<file path="src/rtl/ram_dma_engine.sv">
// rtl/ram_dma_engine.sv - byte-wide RAM block copy / block fill bus master
//
// Purpose: takes a single start command and performs either a block copy
// (src -> dst, ascending, one byte per READ/WRITE pair) or a block fill
// (fill_val -> dst, one byte per cycle) of 0..2^AW bytes. The engine owns
// the RAM port while busy is high and pulses done for one cycle at the end.
//
// Ports:
//   clk       clock, rising edge
//   rst       synchronous active-low reset
//   start     command strobe, sampled only in IDLE
//   mode      0 = copy, 1 = fill (captured with start)
//   src, dst  source / destination base addresses (captured with start)
//   len       byte count 0..2^AW (captured with start)
//   fill_val  fill pattern (captured with start)
//   busy      high in READ and WRITE
//   done      one-cycle completion pulse
//   mem_a     RAM address
//   mem_wd    RAM write data
//   mem_we    RAM write enable
//   mem_rd    RAM read data, combinational from mem_a
module ram_dma_engine #(
  parameter int AW = 8,
  parameter int DW = 8
) (
  input  logic          clk,
  input  logic          rst,
  input  logic          start,
  input  logic          mode,
  input  logic [AW-1:0] src,
  input  logic [AW-1:0] dst,
  input  logic [AW:0]   len,
  input  logic [DW-1:0] fill_val,
  output logic          busy,
  output logic          done,
  output logic [AW-1:0] mem_a,
  output logic [DW-1:0] mem_wd,
  output logic          mem_we,
  input  logic [DW-1:0] mem_rd
);

  localparam logic [1:0] S_IDLE  = 2'd0;
  localparam logic [1:0] S_READ  = 2'd1;
  localparam logic [1:0] S_WRITE = 2'd2;
  localparam logic [1:0] S_DONE  = 2'd3;

  localparam logic [AW:0]   CNT_ONE = {{AW{1'b0}}, 1'b1};
  localparam logic [AW-1:0] PTR_ONE = {{(AW-1){1'b0}}, 1'b1};

  logic [1:0]    state;
  logic [AW-1:0] sp;
  logic [AW-1:0] dp;
  logic [AW:0]   cnt;
  logic [DW-1:0] data;
  logic          md;

  always_ff @(posedge clk) begin
    if (!rst) begin
      state <= S_IDLE;
      sp    <= '0;
      dp    <= '0;
      cnt   <= '0;
      data  <= '0;
      md    <= 1'b0;
    end else begin
      case (state)
        S_IDLE: begin
          if (start) begin
            sp  <= src;
            dp  <= dst;
            cnt <= len;
            md  <= mode;
            if (mode) begin
              data <= fill_val;
            end
            if (len == '0) begin
              state <= S_DONE;
            end else if (mode) begin
              state <= S_WRITE;
            end else begin
              state <= S_READ;
            end
          end
        end
        S_READ: begin
          // RAM read is combinational, so the byte is valid at this edge.
          data  <= mem_rd;
          sp    <= sp + PTR_ONE;
          state <= S_WRITE;
        end
        S_WRITE: begin
          dp  <= dp + PTR_ONE;
          cnt <= cnt - CNT_ONE;
          if (cnt == CNT_ONE) begin
            state <= S_DONE;
          end else if (md) begin
            state <= S_WRITE;
          end else begin
            state <= S_READ;
          end
        end
        default: begin
          state <= S_IDLE;
        end
      endcase
    end
  end

  // RAM port is decoded purely from state so IDLE/DONE present a quiet bus.
  always_comb begin
    mem_a  = '0;
    mem_wd = '0;
    mem_we = 1'b0;
    case (state)
      S_READ: begin
        mem_a = sp;
      end
      S_WRITE: begin
        mem_a  = dp;
        mem_wd = data;
        mem_we = 1'b1;
      end
      default: begin
      end
    endcase
  end

  assign busy = (state == S_READ) || (state == S_WRITE);
  assign done = (state == S_DONE);

endmodule

</file>
<file path="config.mk">
export PLATFORM = sky130hd
export DESIGN_NAME = ram_dma_engine
export DESIGN_NICKNAME = d
export VERILOG_FILES = /design/src/rtl/ram_dma_engine.sv
export SDC_FILE = /design/constraint.sdc
export NUM_CORES = 1
export LEC_CHECK = 0
export BUFFER_PORTS_ARGS = -buffer_cell sky130_fd_sc_hd__buf_2
export CORE_ASPECT_RATIO = 1.5
export CORE_MARGIN = 4
export CORE_UTILIZATION = 50
export DETAILED_ROUTE_END_ITERATION = 7
export PLACE_DENSITY_LB_ADDON = 0.08
export SYNTH_ARGS = -nofsm -noshare
export SYNTH_HDL_FRONTEND = slang
export SYNTH_SLANG_ARGS = --single-unit
</file>
<file path="constraint.sdc">
create_clock -name clk -period 2.05 [get_ports clk]
set_clock_uncertainty 0.05 [all_clocks]
set_input_delay 0.41 -clock clk [delete_from_list [all_inputs] [get_ports clk]]
set_output_delay 0.41 -clock clk [all_outputs]
set_load 0.1 [all_outputs]
</file>
# Word level (Yosys, flattened, before mapping)
# Cells that the tools add are included.
[totals]
elab_cells = 42
out_inout_bits = 19
ramBits = 0
mem_count = 0
inputBits = 45
ff_bits = 36
latch_bits = 0
rom_bits = 0
[classes]
bitwise = 0
addsub = 3
n_div = 0
reduce_logical = 9
multipliers = 0
muxes = 18
magnitude_cmp = 0
eq_ne = 6
shift = 0
[op_table]
columns = ["op", "count"]
rows = [
  ["$pmux W8 S2", 4],
  ["$mux W8", 5],
  ["$pmux W9 S2", 1],
  ["$add A8 B1 Y8 const B", 2],
  ["$mux W2", 5],
  ["$eq A9 B1 Y1 const B", 1],
  ["$logic_not A9 Y1", 1],
  ["$mux W9", 1],
  ["$sub A9 B1 Y9 const B", 1],
  ["$pmux W2 S3", 1],
  ["$reduce_and A2 Y1", 3],
  ["$eq A2 B2 Y1 const B", 2],
  ["$ne A2 B2 Y1 const B", 2],
  ["$reduce_bool A2 Y1", 2],
  ["$reduce_and A3 Y1", 1],
  ["$eq A2 B1 Y1 const B", 1],
  ["$logic_not A2 Y1", 1],
  ["$logic_or A1 B1 Y1", 1],
  ["$mux W1", 1],
]

# Depth between registers and ports, before layout
[depth]
ltp_word = 4
ltp_mapped = 8
depth_no_buf = 6

# Worst setup path after synthesis
# No wires, ideal clock.
[synth_timing]
path_kind = "reg-to-output"
startpoint = "reg state[0]"
endpoint = "out mem_a[6]"
path_slack_ns = -2.512
t_required_ns = 1.590
stages_incl_launch_ff = 7
n_path_buf = 2
arrival_time_ns = 4.102
path_cell_list = "dfxtp_1 > inv_1 > ha_1 > buf_2 > buf_1 > nand2_1 > a21boi_0"
[synth_via]
elab_chain_len = 2
elab_cells_between_ends = 3
cone_classes = "eq/ne (2); mux (1)"
[synth_lines]
columns = ["element", "line", "text"]
rows = [
  ["start, declared", "50", "logic [1:0] state;"],
  ["start signal, assigned", "59", "state <= S_IDLE;"],
  ["start signal, assigned", "77", "state <= S_DONE;"],
  ["start signal, assigned", "79", "state <= S_WRITE;"],
  ["$eq A2 B2 Y1 / $eq A2 B1 Y1 (equally long branches)", "114", "case (state)"],
  ["$pmux W8 S2 (*)", "114", ""],
  ["end, declared", "36", "output logic [AW-1:0] mem_a,"],
]
# Every way passes the cells marked *; elsewhere a longest branch is shown, timed or not.

# Worst setup path after layout
[layout_timing]
startpoint = "reg state[0]"
endpoint = "out mem_a[3]"
# Same word-level chain as after synthesis.

==> results_dict.tcl <==
set metrics [dict create \
    outcome "completed" \
    routabilityCongestion 0.8705 \
    synth.avg_cell_area_um2 7.848 \
    wire_per_inst_um 17.12 \
    critical_path.startpoint "state[0]" \
    die-height_um 90.63 \
    cts-root-buf "clkbuf_8" \
    timing.critical_path.from_type "register" \
    ys_seq_area_share_pct 31.67 \
    top_layer "met4" \
    overflow 0 \
    worst_setup_hold_path_clk_slew_ns 0.08 \
    post_synthesis_instance_area_um2 2276 \
    number_of_buffers_created_by_cts 5 \
    finalCriticalPeriod_ns 1.994 \
    synth_top_cell_area_share_pct 31.67 \
    met1_length_um 2725 \
    max_stage_delay_ns 0.38 \
    finalHoldViolations 0 \
    synthesis.instances 290 \
    grt_max_degree 30 \
    cp-end-kind "primary output" \
    cp_cell_sequence "inv_2, ha_4, buf_12, a22oi_2, nor2b_4, buf_12" \
    worst-endpoint-required_ns 1.59 \
    via_per_inst 6.150 \
    cellLeakagePower_nw 1.296 \
    area_of_the_die_um2 5717 \
    detailroute.via_count 2466 \
    synth_largest_area_cell "dfxtp_1" \
    achievable-frequency_ghz 0.5015 \
    drtPass1Iterations 6 \
    hpwl_um 4634 \
    most_common_cell_after_layout_fill_and_taps_aside "buf_2" \
    grt_use_total_pct 23.69 \
    hold_path.startpoint "src[5]" \
    post-route-period-util_pct 97.28 \
    criticalPathCategory "reg2out" \
    yosysUniqueCellTypes 51 \
    timing_worst_slew_pin_value_ns 0.5271 \
    synth-main-ff-cell "dfxtp_1" \
    cellPowerDensity_nw_per_um2 802.5 \
    layout.nets 407 \
    drt_drc_violations_left 0 \
    wire_length_of_the_first_global_routing_pass_um 11120 \
    num_antenna_cells 0 \
    placeableCoreArea_um2 4318 \
    slowest_cell_on_the_critical_path "dfxtp_4" \
    hold_path_depth 3 \
    clock_insertion_delay_worst_skew_ns 0.29 \
    post_cts_hold_buffer_count 0 \
    synth_edf_count 0 \
    initial_util_pct 52.71 \
    via_count_of_the_first_global_routing_pass 2392 \
    synth_seq_cells 36 \
    vdd_drop_max_v 0.0004726 \
    violation_count_after_the_first_detailed_route_iteration 218 \
    worstRegToRegCells 7 \
    placedCellCount 388 \
    detailroute.wirelength.met2_um 3592 \
    synthToLayoutAreaGrowth_pct 43.98 \
    drt-total-wl_um 6866 \
    worst-path-max-fanout 7 \
    die_width_um 63.09 \
    cts_max_level 2 \
    fin_hold_ws_ns 0.3385 \
    wl_met3_um 403 \
    timing.critical_path.arrival_ns 1.53 \
    min-delay-path-class "in2reg" \
    cts_tree "built" \
    portBuffers 63 \
    worst_setup_margin_ns 0.05582 \
    layout.cells.most_common_list "46 x buf_2, 34 x dfxtp_1, 29 x nand2_1" \
    critical_path.most_common_cell "buf_12" \
    p_total_mw 2.630 \
    final-setup-viol-count 0 \
    synthArstFlopShare_pct 0 \
    worst_r2r_startpoint "state[0]" \
    layout.cells.non_filler 401 \
    yosys_warnings 0 \
    synthesized_net_count 343 \
    netlist_top_cells_area "dfxtp_1 32%, mux2i_1 5.7%, nand2_1 5.1%" \
    post_route_cells_drive_above_1_share_pct 35.21 \
    slew-limit-headroom_pct 64.54 \
    post_route_ant_nets 0 \
    row_count 29 \
    final_core_utilization_pct 75.89 \
    finalInstanceArea_um2 3277 \
    count_of_maximum_capacitance_violations 0 \
    finalMaxSlewViolations 0 \
    io_pins 64 \
    antenna_violations_before_repair 0 \
    timing.setup.tns_ns 0 \
    clk_path_buf_depth 2 \
    placed_cell_area_um2 3044 \
    post-place-ws_ns 0.1365 \
    clkSinkCount 36 \
]
registers in the layout, indices dropped and copies added, names as in the netlist:
| name | flops |
|---|---|
| cnt | 9 |
| data | 8 |
| state | 2 |
| sp | 8 |
| md | 1 |
| dp | 8 |
layer usage:
metal | vias up | track usage, %
met5 | - | 0
met4 | 0 | 8.656
met3 | 16 | 5.479
met2 | 102 | 42.20
met1 | 1155 | 26.96
li1 | 1193 | -
power breakdown:
part | internal [mW] | total [mW] | switching [mW]
logic | 0.435 | 1.00 | 0.569
registers | 0.800 | 0.922 | 0.122
clock network | 0.430 | 0.703 | 0.274
total | 1.66 | 2.63 | 0.965
final cells by class:
class                   count  area [um2]
clock buffers               7       96.34
inverters                  10       37.54
multi-input cells         225        1595
well taps                  46       57.56
repair buffers             76       734.5
clock inverters             1       30.03
flip-flops and latches     36       725.7
fillers                   311        1041
cell families after synthesis:
family / Yosys count / synth area share, %
compound gates: 96 / 29.03
fa+ha+maj: 8 / 4.398
buf+inv: 29 / 5.552
flops: 36 / 31.67
mux: 16 / 7.201
simple gates: 105 / 22.16
cell usage after synthesis, types with 3 or more instances:
master / count
nor4_1: 3
a22oi_1: 10
buf_1: 3
a21oi_1: 21
mux2_2: 3
clkbuf_1: 7
a21o_1: 3
o211ai_1: 3
nor2_1: 24
a211oi_1: 12
nor3_1: 8
dfxtp_1: 36
mux2i_1: 13
ha_1: 8
buf_2: 8
o221a_2: 3
inv_1: 8
o21ai_0: 14
nor2b_1: 12
a221oi_1: 3
nand2_1: 31
nand3_1: 10
and2_1: 8
path summary, 6_finish.rpt:
check	to	slack (ns)
max	mem_a[3]	0.06
min	sp[5]	0.34
max reg2reg	dp[7]	0.21
min reg2reg	md	0.44
critical path, delay by kind of cell, from the launching register on:
kind | cells | cell delay (ns)
flip-flops | 1 | 0.38
adder cells (fa/ha/maj) | 1 | 0.19
AND/OR/NAND/NOR | 1 | 0.07
buffers and inverters | 3 | 0.38
AO/OA/AOI/OAI | 1 | 0.22
what timing repair did:
item / CTS / global route
setup buffers: 0 / 4
cloned: 1 / 0
pin swaps: 3 / 3
setup endpoints to repair: 9 / 17
gates resized for setup: 1 / 3
(Power assumes the default switching activity.)
